`config.mk`:
```
export PLATFORM = sky130hd
export DESIGN_NAME = dual_port_access_arbiter
export DESIGN_NICKNAME = d
export VERILOG_FILES = /design/src/rtl/dual_port_access_arbiter.sv
export SDC_FILE = /design/constraint.sdc
export NUM_CORES = 1
export LEC_CHECK = 0
export CORE_AREA = 2 2 165 167
export DETAILED_ROUTE_END_ITERATION = 6
export DIE_AREA = 0 0 167 169
export PLACE_DENSITY = 0.62
export SYNTH_ARGS = -nofsm -noshare
export SYNTH_HDL_FRONTEND = slang
export SYNTH_SLANG_ARGS = --single-unit
```
`constraint.sdc`:
```
create_clock -name clk -period 7.65 [get_ports clk]
set_clock_uncertainty 0.2 [all_clocks]
set_input_delay 1.53 -clock clk [delete_from_list [all_inputs] [get_ports clk]]
set_output_delay 1.53 -clock clk [all_outputs]
set_load 0.1 [all_outputs]
```
`src/rtl/dual_port_access_arbiter.sv`:
```
// Purpose : two-requester round-robin arbiter in front of one shared memory port.
// Latency : req sampled in cycle N -> mem enable in N+1 -> gnt in N+2 at best; one transaction every 3 cycles.
// Backpressure: BUSY holds mem_* stable until mem_ready; requesters hold req until their gnt pulse.
//
// Ports:
//   clk, reset                    clock, asynchronous active-high reset
//   req[1:0], req_we[1:0]         per-requester request and direction (1 = write)
//   req_addr0/1, req_wdata0/1     per-requester address and write data
//   gnt[1:0], rdata, err          completion pulse, read data and timeout flag (valid with gnt)
//   mem_addr, mem_wdata,
//   mem_wen, mem_ren              shared memory request, held for the whole access
//   mem_ready, mem_rdata          memory completion strobe and read data
//
// Optional feature: define ARB_TIMEOUT_EN to abort an access after TIMEOUT
// BUSY cycles without mem_ready (gnt pulses with err=1). Without it err is 0
// and BUSY waits for mem_ready indefinitely.

module dual_port_access_arbiter #(
    parameter int ADDR_W  = 32,
    parameter int DATA_W  = 64,
    parameter int TIMEOUT = 16
) (
    input  logic              clk,
    input  logic              reset,
    input  logic [1:0]        req,
    input  logic [1:0]        req_we,
    input  logic [ADDR_W-1:0] req_addr0,
    input  logic [ADDR_W-1:0] req_addr1,
    input  logic [DATA_W-1:0] req_wdata0,
    input  logic [DATA_W-1:0] req_wdata1,
    output logic [1:0]        gnt,
    output logic [DATA_W-1:0] rdata,
    output logic              err,
    output logic [ADDR_W-1:0] mem_addr,
    output logic [DATA_W-1:0] mem_wdata,
    output logic              mem_wen,
    output logic              mem_ren,
    input  logic              mem_ready,
    input  logic [DATA_W-1:0] mem_rdata
);

    if (TIMEOUT < 2) begin : g_bad_timeout
        $error("dual_port_access_arbiter: TIMEOUT must be at least 2");
    end

    typedef enum logic [1:0] {
        S_IDLE = 2'd0,
        S_BUSY = 2'd1,
        S_RESP = 2'd2
    } state_t;

    state_t r_state;
    logic   r_winner;   // requester owning the access in flight
    logic   r_last;     // requester served most recently

    // Winner selection for the IDLE cycle: on contention the requester not
    // served last wins, otherwise whichever single requester is asking.
    logic              w_pick;
    logic              w_we;
    logic [ADDR_W-1:0] w_addr;
    logic [DATA_W-1:0] w_wdata;

    always_comb begin
        w_pick = req[1];
        if (req == 2'b11) begin
            w_pick = ~r_last;
        end
        w_we    = w_pick ? req_we[1]  : req_we[0];
        w_addr  = w_pick ? req_addr1  : req_addr0;
        w_wdata = w_pick ? req_wdata1 : req_wdata0;
    end

`ifdef ARB_TIMEOUT_EN
    localparam int CNT_W = $clog2(TIMEOUT);
    localparam logic [CNT_W-1:0] CNT_LAST = CNT_W'(TIMEOUT - 1);

    // Counts completed BUSY cycles; reaching CNT_LAST means the current BUSY
    // cycle is the TIMEOUT-th one, so without mem_ready the access is aborted.
    logic [CNT_W-1:0] r_cnt;
    logic             r_err;
    assign err = r_err;
`else
    assign err = 1'b0;
`endif

    always_ff @(posedge clk or posedge reset) begin
        if (reset) begin
            r_state   <= S_IDLE;
            r_winner  <= 1'b0;
            r_last    <= 1'b1;
            gnt       <= 2'b00;
            rdata     <= '0;
            mem_addr  <= '0;
            mem_wdata <= '0;
            mem_wen   <= 1'b0;
            mem_ren   <= 1'b0;
`ifdef ARB_TIMEOUT_EN
            r_cnt     <= '0;
            r_err     <= 1'b0;
`endif
        end else begin
            case (r_state)
                S_IDLE: begin
                    if (req != 2'b00) begin
                        r_winner  <= w_pick;
                        mem_addr  <= w_addr;
                        mem_wdata <= w_wdata;
                        mem_wen   <= w_we;
                        mem_ren   <= ~w_we;
                        r_state   <= S_BUSY;
`ifdef ARB_TIMEOUT_EN
                        r_cnt     <= '0;
`endif
                    end
                end

                S_BUSY: begin
                    // mem_ready is checked first so a completion landing on
                    // the expiry cycle still counts as a clean access.
                    if (mem_ready) begin
                        mem_wen <= 1'b0;
                        mem_ren <= 1'b0;
                        if (mem_ren) begin
                            rdata <= mem_rdata;
                        end
                        gnt     <= r_winner ? 2'b10 : 2'b01;
                        r_last  <= r_winner;
                        r_state <= S_RESP;
`ifdef ARB_TIMEOUT_EN
                        r_err   <= 1'b0;
                    end else if (r_cnt == CNT_LAST) begin
                        // Abort: rdata deliberately keeps its previous value.
                        mem_wen <= 1'b0;
                        mem_ren <= 1'b0;
                        gnt     <= r_winner ? 2'b10 : 2'b01;
                        r_err   <= 1'b1;
                        r_last  <= r_winner;
                        r_state <= S_RESP;
                    end else begin
                        r_cnt   <= r_cnt + CNT_W'(1);
`endif
                    end
                end

                S_RESP: begin
                    // Single-cycle gnt; req is not looked at here, so a held
                    // request is picked up again from IDLE.
                    gnt     <= 2'b00;
`ifdef ARB_TIMEOUT_EN
                    r_err   <= 1'b0;
`endif
                    r_state <= S_IDLE;
                end

                default: begin
                    gnt     <= 2'b00;
                    mem_wen <= 1'b0;
                    mem_ren <= 1'b0;
                    r_state <= S_IDLE;
                end
            endcase
        end
    end

endmodule

```
---- Word-level counts from Yosys, hierarchy flattened ----
Cells that the tools add are included.
cells by class
  equal/unequal tests ..................... 5
  mux-type cells .......................... 15
  bitwise logic cells ..................... 4
  reductions and logical operators ........ 8
operator list
  kind                                            number
  2-to-1 mux 64 bit                               1
  2-to-1 mux 32 bit                               1
  2-to-1 mux 2 bit                                4
  case mux 2 bit (2 select lines)                 2
  AND reduction 2 bit                             4
  case mux 1 bit (3 select lines)                 2
  AND reduction 3 bit                             2
  2-to-1 mux 1 bit                                5
  == test 2 bit (second input constant)           2
  inequality test 2 bit (second input constant)   2
  inverter 1 bit                                  4
  == test 2 x 1 -> 1 bit (second input constant)  1
  logical NOT 2 bit                               1
  nonzero test 2 bit                              1
storage, ports and cells
  register bits ........................... 168
  word-level logic and storage cells ...... 41

---- Logic depth before layout (Yosys ltp) ----
Gate-level depths: netlist of the first run.
  word-level depth ........................ 6
  depth in mapped cells ................... 6
  gate-level depth less buffers ........... 3

---- Worst setup path before layout of the first run ----
OpenSTA, ideal clock, no wires.
  path type ............................... input-to-reg
  from .................................... in req[1]
  to ...................................... reg mem_addr[0]
  library setup time ...................... 126 ps
  arrival time ............................ 2648 ps
  data required time ...................... 7324 ps
  slack ................................... 4676 ps
  stages .................................. 6
  path buffers ............................ 3
  cells stage by stage .................... a21bo_1 > buf_6 > buf_6 > buf_6 > mux2_4 > mux2_4
on the way
  cells in the longest elaborated chain, start to end .. 3
  elaborated cells on any way between the ends .. 5
  those cells by class .................... eq/ne: 1; mux: 2; reduce/logical: 2
RTL lines
  item                  line  text
  from (decl)           25    input logic [1:0] req,
  == test 2 bit         65    if (req == 2'b11) begin
  2-to-1 mux 1 bit      65
  2-to-1 mux 32 bit     69    w_addr = w_pick ? req_addr1 : req_addr0;
  to (signal assigned)  106   mem_addr <= w_addr;
  to (decl)             34    output logic [ADDR_W-1:0] mem_addr,
Parallel ways exist; a longest one is shown, timed or not.
A chain may end at the register's enable or synchronous reset.

---- Worst setup path after layout of the first run ----
  from .................................... in req[0]
  to ...................................... reg mem_addr[30]
The elaborated chain is that of the path after synthesis.

==> impl_metrics.json, run 1 <==
{
  "status": "complete, no violations",
  "clkLatencyLatePin_ps": 410,
  "cts_tree": "built",
  "worst_ep_arrival_time_ps": 4260,
  "slew_headroom": 0.2877,
  "drt.antenna.violating_nets": 0,
  "io_buffers": 426,
  "yosysSeqAreaShare": 0.5549,
  "dr.pass1.iters": 4,
  "slew_viol_final": 0,
  "cts_sinks": 168,
  "nets": 1162,
  "grt-ovfl-total": 0,
  "min_period_ps": 4159,
  "start_util": 0.2860,
  "clockRootBuffer": "clkbuf_16",
  "hp-class": "reg2reg",
  "tns_ps": 0,
  "syn_nets": 740,
  "grt_pass1_wl_mm": 34.25,
  "syn-mean-instance-area_um2": 15.89,
  "dieWidth_um": 167,
  "grt_max_degree": 65,
  "cap_violations": 0,
  "syn-instance-count": 477,
  "drtIter0Drc": 149,
  "place_hpwl_mm": 16.75,
  "tritoncts.num_buffers": 17,
  "place_congestion": 0.7537,
  "pin_count": 428,
  "fmax_ghz": 0.2405,
  "start_kind": "input port",
  "core-area_um2": 26500,
  "postPlaceCellArea_um2": 12150,
  "routed-via-count": 5478,
  "post_cts.repair.setup_buffers": 0,
  "placed_cells": 1221,
  "synth_area_leader_cell": "dfrtp_1",
  "fin_crit_sh": 0.5436,
  "grtUsageTotal": 0.1570,
  "critPathKind": "in2reg",
  "cp-end-kind": "flip-flop",
  "drcViolationCount": 0,
  "synthesis.area_um2": 7579,
  "htree_num_levels": 4,
  "drive_above_1_share": 0.3300,
  "die-area_um2": 28220,
  "hold_buffers": 0,
  "routed_wl_mm": 22.72,
  "die_y_um": 169,
  "yosys_warnings": 0,
  "layout_common_cells": "426 x clkdlybuf4s50_1, 218 x mux2_2, 167 x dfrtp_1",
  "ys_seq_elements": 168,
  "cp_max_fo": 58,
  "synth_cell_types": 24,
  "final_common_cell": "clkdlybuf4s50_1",
  "hold_violations": 0,
  "cts.repair.resized": 0,
  "via_per_inst": 4.372,
  "design_area_um2": 12760,
  "synthTopCellsByArea": "dfrtp_1 55%, mux2_2 32%, mux2_4 7.9%, buf_2 1.5%, buf_6 0.59%",
  "diodes": 0,
  "tightestPinTransition_ps": 1065,
  "rows": 60,
  "antenna_found_initial": 0,
  "clkTransAtPathRegs_ps": 70,
  "synth_top_area_frac": 0.5514,
  "rsz0062_at_grt": "no",
  "setup_viol": 0,
  "cp.required_ps": 7750,
  "clk_path_buf_depth": 2,
  "grt_pass1_vias": 5710,
  "wire_per_inst_um": 18.13,
  "final_cells": 1253,
  "syn2layout_area_growth_pct": 68.40
}
==> path summary, 6_finish.rpt <==
kind | depth (start not counted) | start | slack (ps) | to
max | 5 | req[0] | 3490 | mem_addr[30]
min | 1 | rdata[31] | 300 | rdata[31]
max reg2reg | 4 | r_last | 4600 | mem_addr[30]
min reg2reg | 1 | rdata[31] | 300 | rdata[31]
max in group asynchronous | 3 | reset | 4660 | rdata[58]
min in group asynchronous | 2 | reset | 1370 | mem_wdata[37]
==> synth_stat cells, drive strengths merged <==
cell	instances
dfstp	1
inv	2
dfrtp	167
a211oi	1
buf	29
mux2i	2
a21oi	2
o32ai	1
and3b	1
nor3	2
nand2	4
and2	1
a21bo	1
nor2	1
o21ai	1
mux2	258
nand3	1
conb	1
nor3b	1
==> sequential cells by signal (all words and copies together) (netlist names) <==
| name | cells |
|---|---|
| mem_wdata | 64 |
| r_state | 2 |
| r_winner | 1 |
| mem_wen | 1 |
| rdata | 64 |
| r_last | 1 |
| gnt | 2 |
| mem_ren | 1 |
| mem_addr | 32 |
==> worst max-delay path, cell delays in order <==
cell and delay (ps):
clkdlybuf4s50_1 540, a21bo_4 810, buf_4 630, mux2_2 400, mux2_2 260
==> metrics by stage <==
step                      utilization  hold slack (ps)  worst slack (ps)
after global routing           0.4816            316.2              3350
after CTS                      0.4816            308.3              3489
after floorplan                     -            301.3              1375
after detailed placement       0.4585            291.3              3029
final                          0.4816            303.6              3491
after global placement         0.4585            287.0              3069
==> layer usage <==
metal,vias to the layer above,share of wire,track usage,wire length [um]
met3,15,0.087,0.06266,1975
met4,0,0.012,0.03486,276
met2,238,0.50,0.2646,11330
li1,2551,-,-,-
met5,-,0,0,0
met1,2674,0.40,0.1894,9141
==> area by class of cell <==
class	instances	area (um^2)
fill	2407	13740
timing repair buffer	432	4309
sequential	168	4205
multi-input combinational	278	3197
clock buffer	19	452.9
tap	341	426.7
clock inverter	13	158.9
inverter	2	12.51
==> logic make-up (layout without fill, tap and decap cells) <==
logic type / count (synthesis) / after routing / share of synthesized area
other: 1 / 1 / 0.0004948
AND/OR/NAND/NOR: 11 / 11 / 0.009246
flip-flops: 168 / 168 / 0.5549
buffers and inverters: 31 / 466 / 0.02410
multiplexers: 260 / 260 / 0.4058
AO/OA/AOI/OAI: 6 / 6 / 0.005448
Power of run 1 is not shown: default switching activity piles up to over one toggle a cycle in this logic, so the estimate is an artifact.
==> inputs of run 2 (changes only) <==
Settings changed: CORE_AREA 2 2 165 167 to 2 2 164 166, DIE_AREA 0 0 167 169 to 0 0 166 168, PLACE_DENSITY 0.62 to 0.65.
Clock period 7.65 ns to 3.58 ns, I/O delays scaled along.
==> run 2 against run 1 <==
  * Non-clock buffer count increased by 8
  * Cell count grew 0.64%
  * Highest routed layer unchanged
  * Worst setup slack got worse by 2500 ps
==> impl_metrics.json, run 2 (same netlist as run 1, synthesis figures left out) <==
{
  "status": "complete, no violations",
  "diodes": 0,
  "grt_max_degree": 100,
  "crit_chain": "clkdlybuf4s50_1, a21bo_4, buf_12, mux2_2, mux2_2",
  "die-area_um2": 27890,
  "clkTransAtPathRegs_ps": 70,
  "drtIter0Drc": 251,
  "cap_violations": 0,
  "htree_num_levels": 4,
  "clk_path_buf_depth": 2,
  "place_hpwl_mm": 16.91,
  "hold_buffers": 0,
  "cts.repair.resized": 0,
  "tightestPinTransition_ps": 803.3,
  "reg_top3": "mem_wdata: 64 flops, rdata: 64 flops, mem_addr: 32 flops",
  "grtUsageTotal": 0.1607,
  "post_cts.repair.setup_buffers": 0,
  "via_per_inst": 4.395,
  "pin_count": 428,
  "cts_tree": "built",
  "rrSetupSlack_ps": 1270,
  "min_to": "mem_wdata[4]",
  "timing.rr.end": "mem_wdata[44]",
  "min_from": "mem_wdata[4]",
  "drive_above_1_share": 0.5130,
  "fmax_ghz": 0.3885,
  "drcViolationCount": 0,
  "nets": 1170,
  "die_y_um": 168,
  "slowest_delay_ps": 510,
  "fin_crit_sh": 0.7189,
  "hold_violations": 0,
  "syn2layout_area_growth_pct": 64.74,
  "crit-reg2reg-launch": "r_last",
  "drt.antenna.violating_nets": 0,
  "cp.required_ps": 3680,
  "start_util": 0.2876,
  "rows": 60,
  "crit_path_top_delay_cell": "clkdlybuf4s50_1",
  "dr.pass1.iters": 4,
  "clkLatencyLatePin_ps": 420,
  "clockRootBuffer": "clkbuf_16",
  "dieWidth_um": 166,
  "tritoncts.num_buffers": 17,
  "grt_pass1_vias": 5999,
  "cts_sinks": 168,
  "final_common_cell": "clkdlybuf4s50_1",
  "grt-ovfl-total": 0,
  "core-area_um2": 26350,
  "hp-class": "reg2reg",
  "r2r_cells": 4,
  "wire_per_inst_um": 17.89,
  "start_kind": "input port",
  "slew_viol_final": 0,
  "grt_pass1_wl_mm": 34.96,
  "routed-via-count": 5542,
  "cp-end-kind": "flip-flop",
  "antenna_found_initial": 0,
  "worst_ep_arrival_time_ps": 2680,
  "tns_ps": 0,
  "routed_wl_mm": 22.56,
  "critPathKind": "in2reg",
  "cp_max_fo": 32,
  "setup_viol": 0,
  "rsz0062_at_grt": "no",
  "slew_headroom": 0.4634,
  "place_congestion": 0.7554,
  "hold_path_depth": 1,
  "crit_top_cell": "mux2_2",
  "layout_common_cells": "262 x clkdlybuf4s50_1, 218 x mux2_2, 171 x buf_4",
  "min_period_ps": 2574,
  "io_buffers": 426
}
-- run 2: changes by cell type in the layout (fill, tap and decap cells not counted) --
| cell | previous run | this run |
|---|---|---|
| clkdlybuf4s50_1 | 426 | 262 |
| clkinv_4 | 3 | 2 |
| inv_6 | 4 | 7 |
| clkbuf_1 | 0 | 1 |
| clkbuf_8 | 2 | 1 |
| buf_12 | 0 | 7 |
| inv_8 | 3 | 1 |
| buf_4 | 6 | 171 |
-- run 2: how the worst max path moves through the flow --
stage / start / endpoint / cells after the start
floorplan: reset / gnt[0] / 1
global placement: req[0] / mem_wdata[38] / 5
detailed placement: req[0] / mem_wdata[39] / 5
CTS: req[0] / mem_wdata[39] / 5
global route: req[0] / mem_wdata[46] / 5
finish: req[0] / mem_wdata[44] / 5
-- run 2: routing by layer --
metal | vias to the layer above | track usage | part of all wire
met5 | - | 0 | 0
met4 | 0 | 0.03856 | 0.012
met3 | 16 | 0.05407 | 0.074
met2 | 232 | 0.2749 | 0.50
met1 | 2720 | 0.1960 | 0.41
li1 | 2574 | - | -
-- run 2: area by class of cell --
type                    instances  area (um^2)
clock buffers                  19        442.9
clock inverters                13        155.1
fillers                      2392        13870
inverters                       2        11.26
multi-input cells             278         3197
flip-flops and latches        168         4205
well taps                     341        426.7
repair buffers                440         4046
-- run 2: critical path: cells and delay by family --
family,cells,cell delay (ps)
buffers and inverters,2,800
multiplexers,2,620
AO/OA/AOI/OAI,1,490
-- run 2: metrics by stage --
step | area [um^2] | instances | utilization | setup slack, ps | hold WS, ps
after floorplan | 7582 | 477 | - | 524.1 | 301.3
after global placement | 11890 | 1229 | 0.4511 | 574.0 | 289.2
after detailed placement | 11890 | 1229 | 0.4511 | 571.4 | 294.5
after CTS | 12480 | 1261 | 0.4738 | 1020 | 310.9
after global routing | 12480 | 1261 | 0.4738 | 939.2 | 323.8
final | 12480 | 1261 | 0.4738 | 1006 | 306.6
Power of run 2 is left out for the same reason.
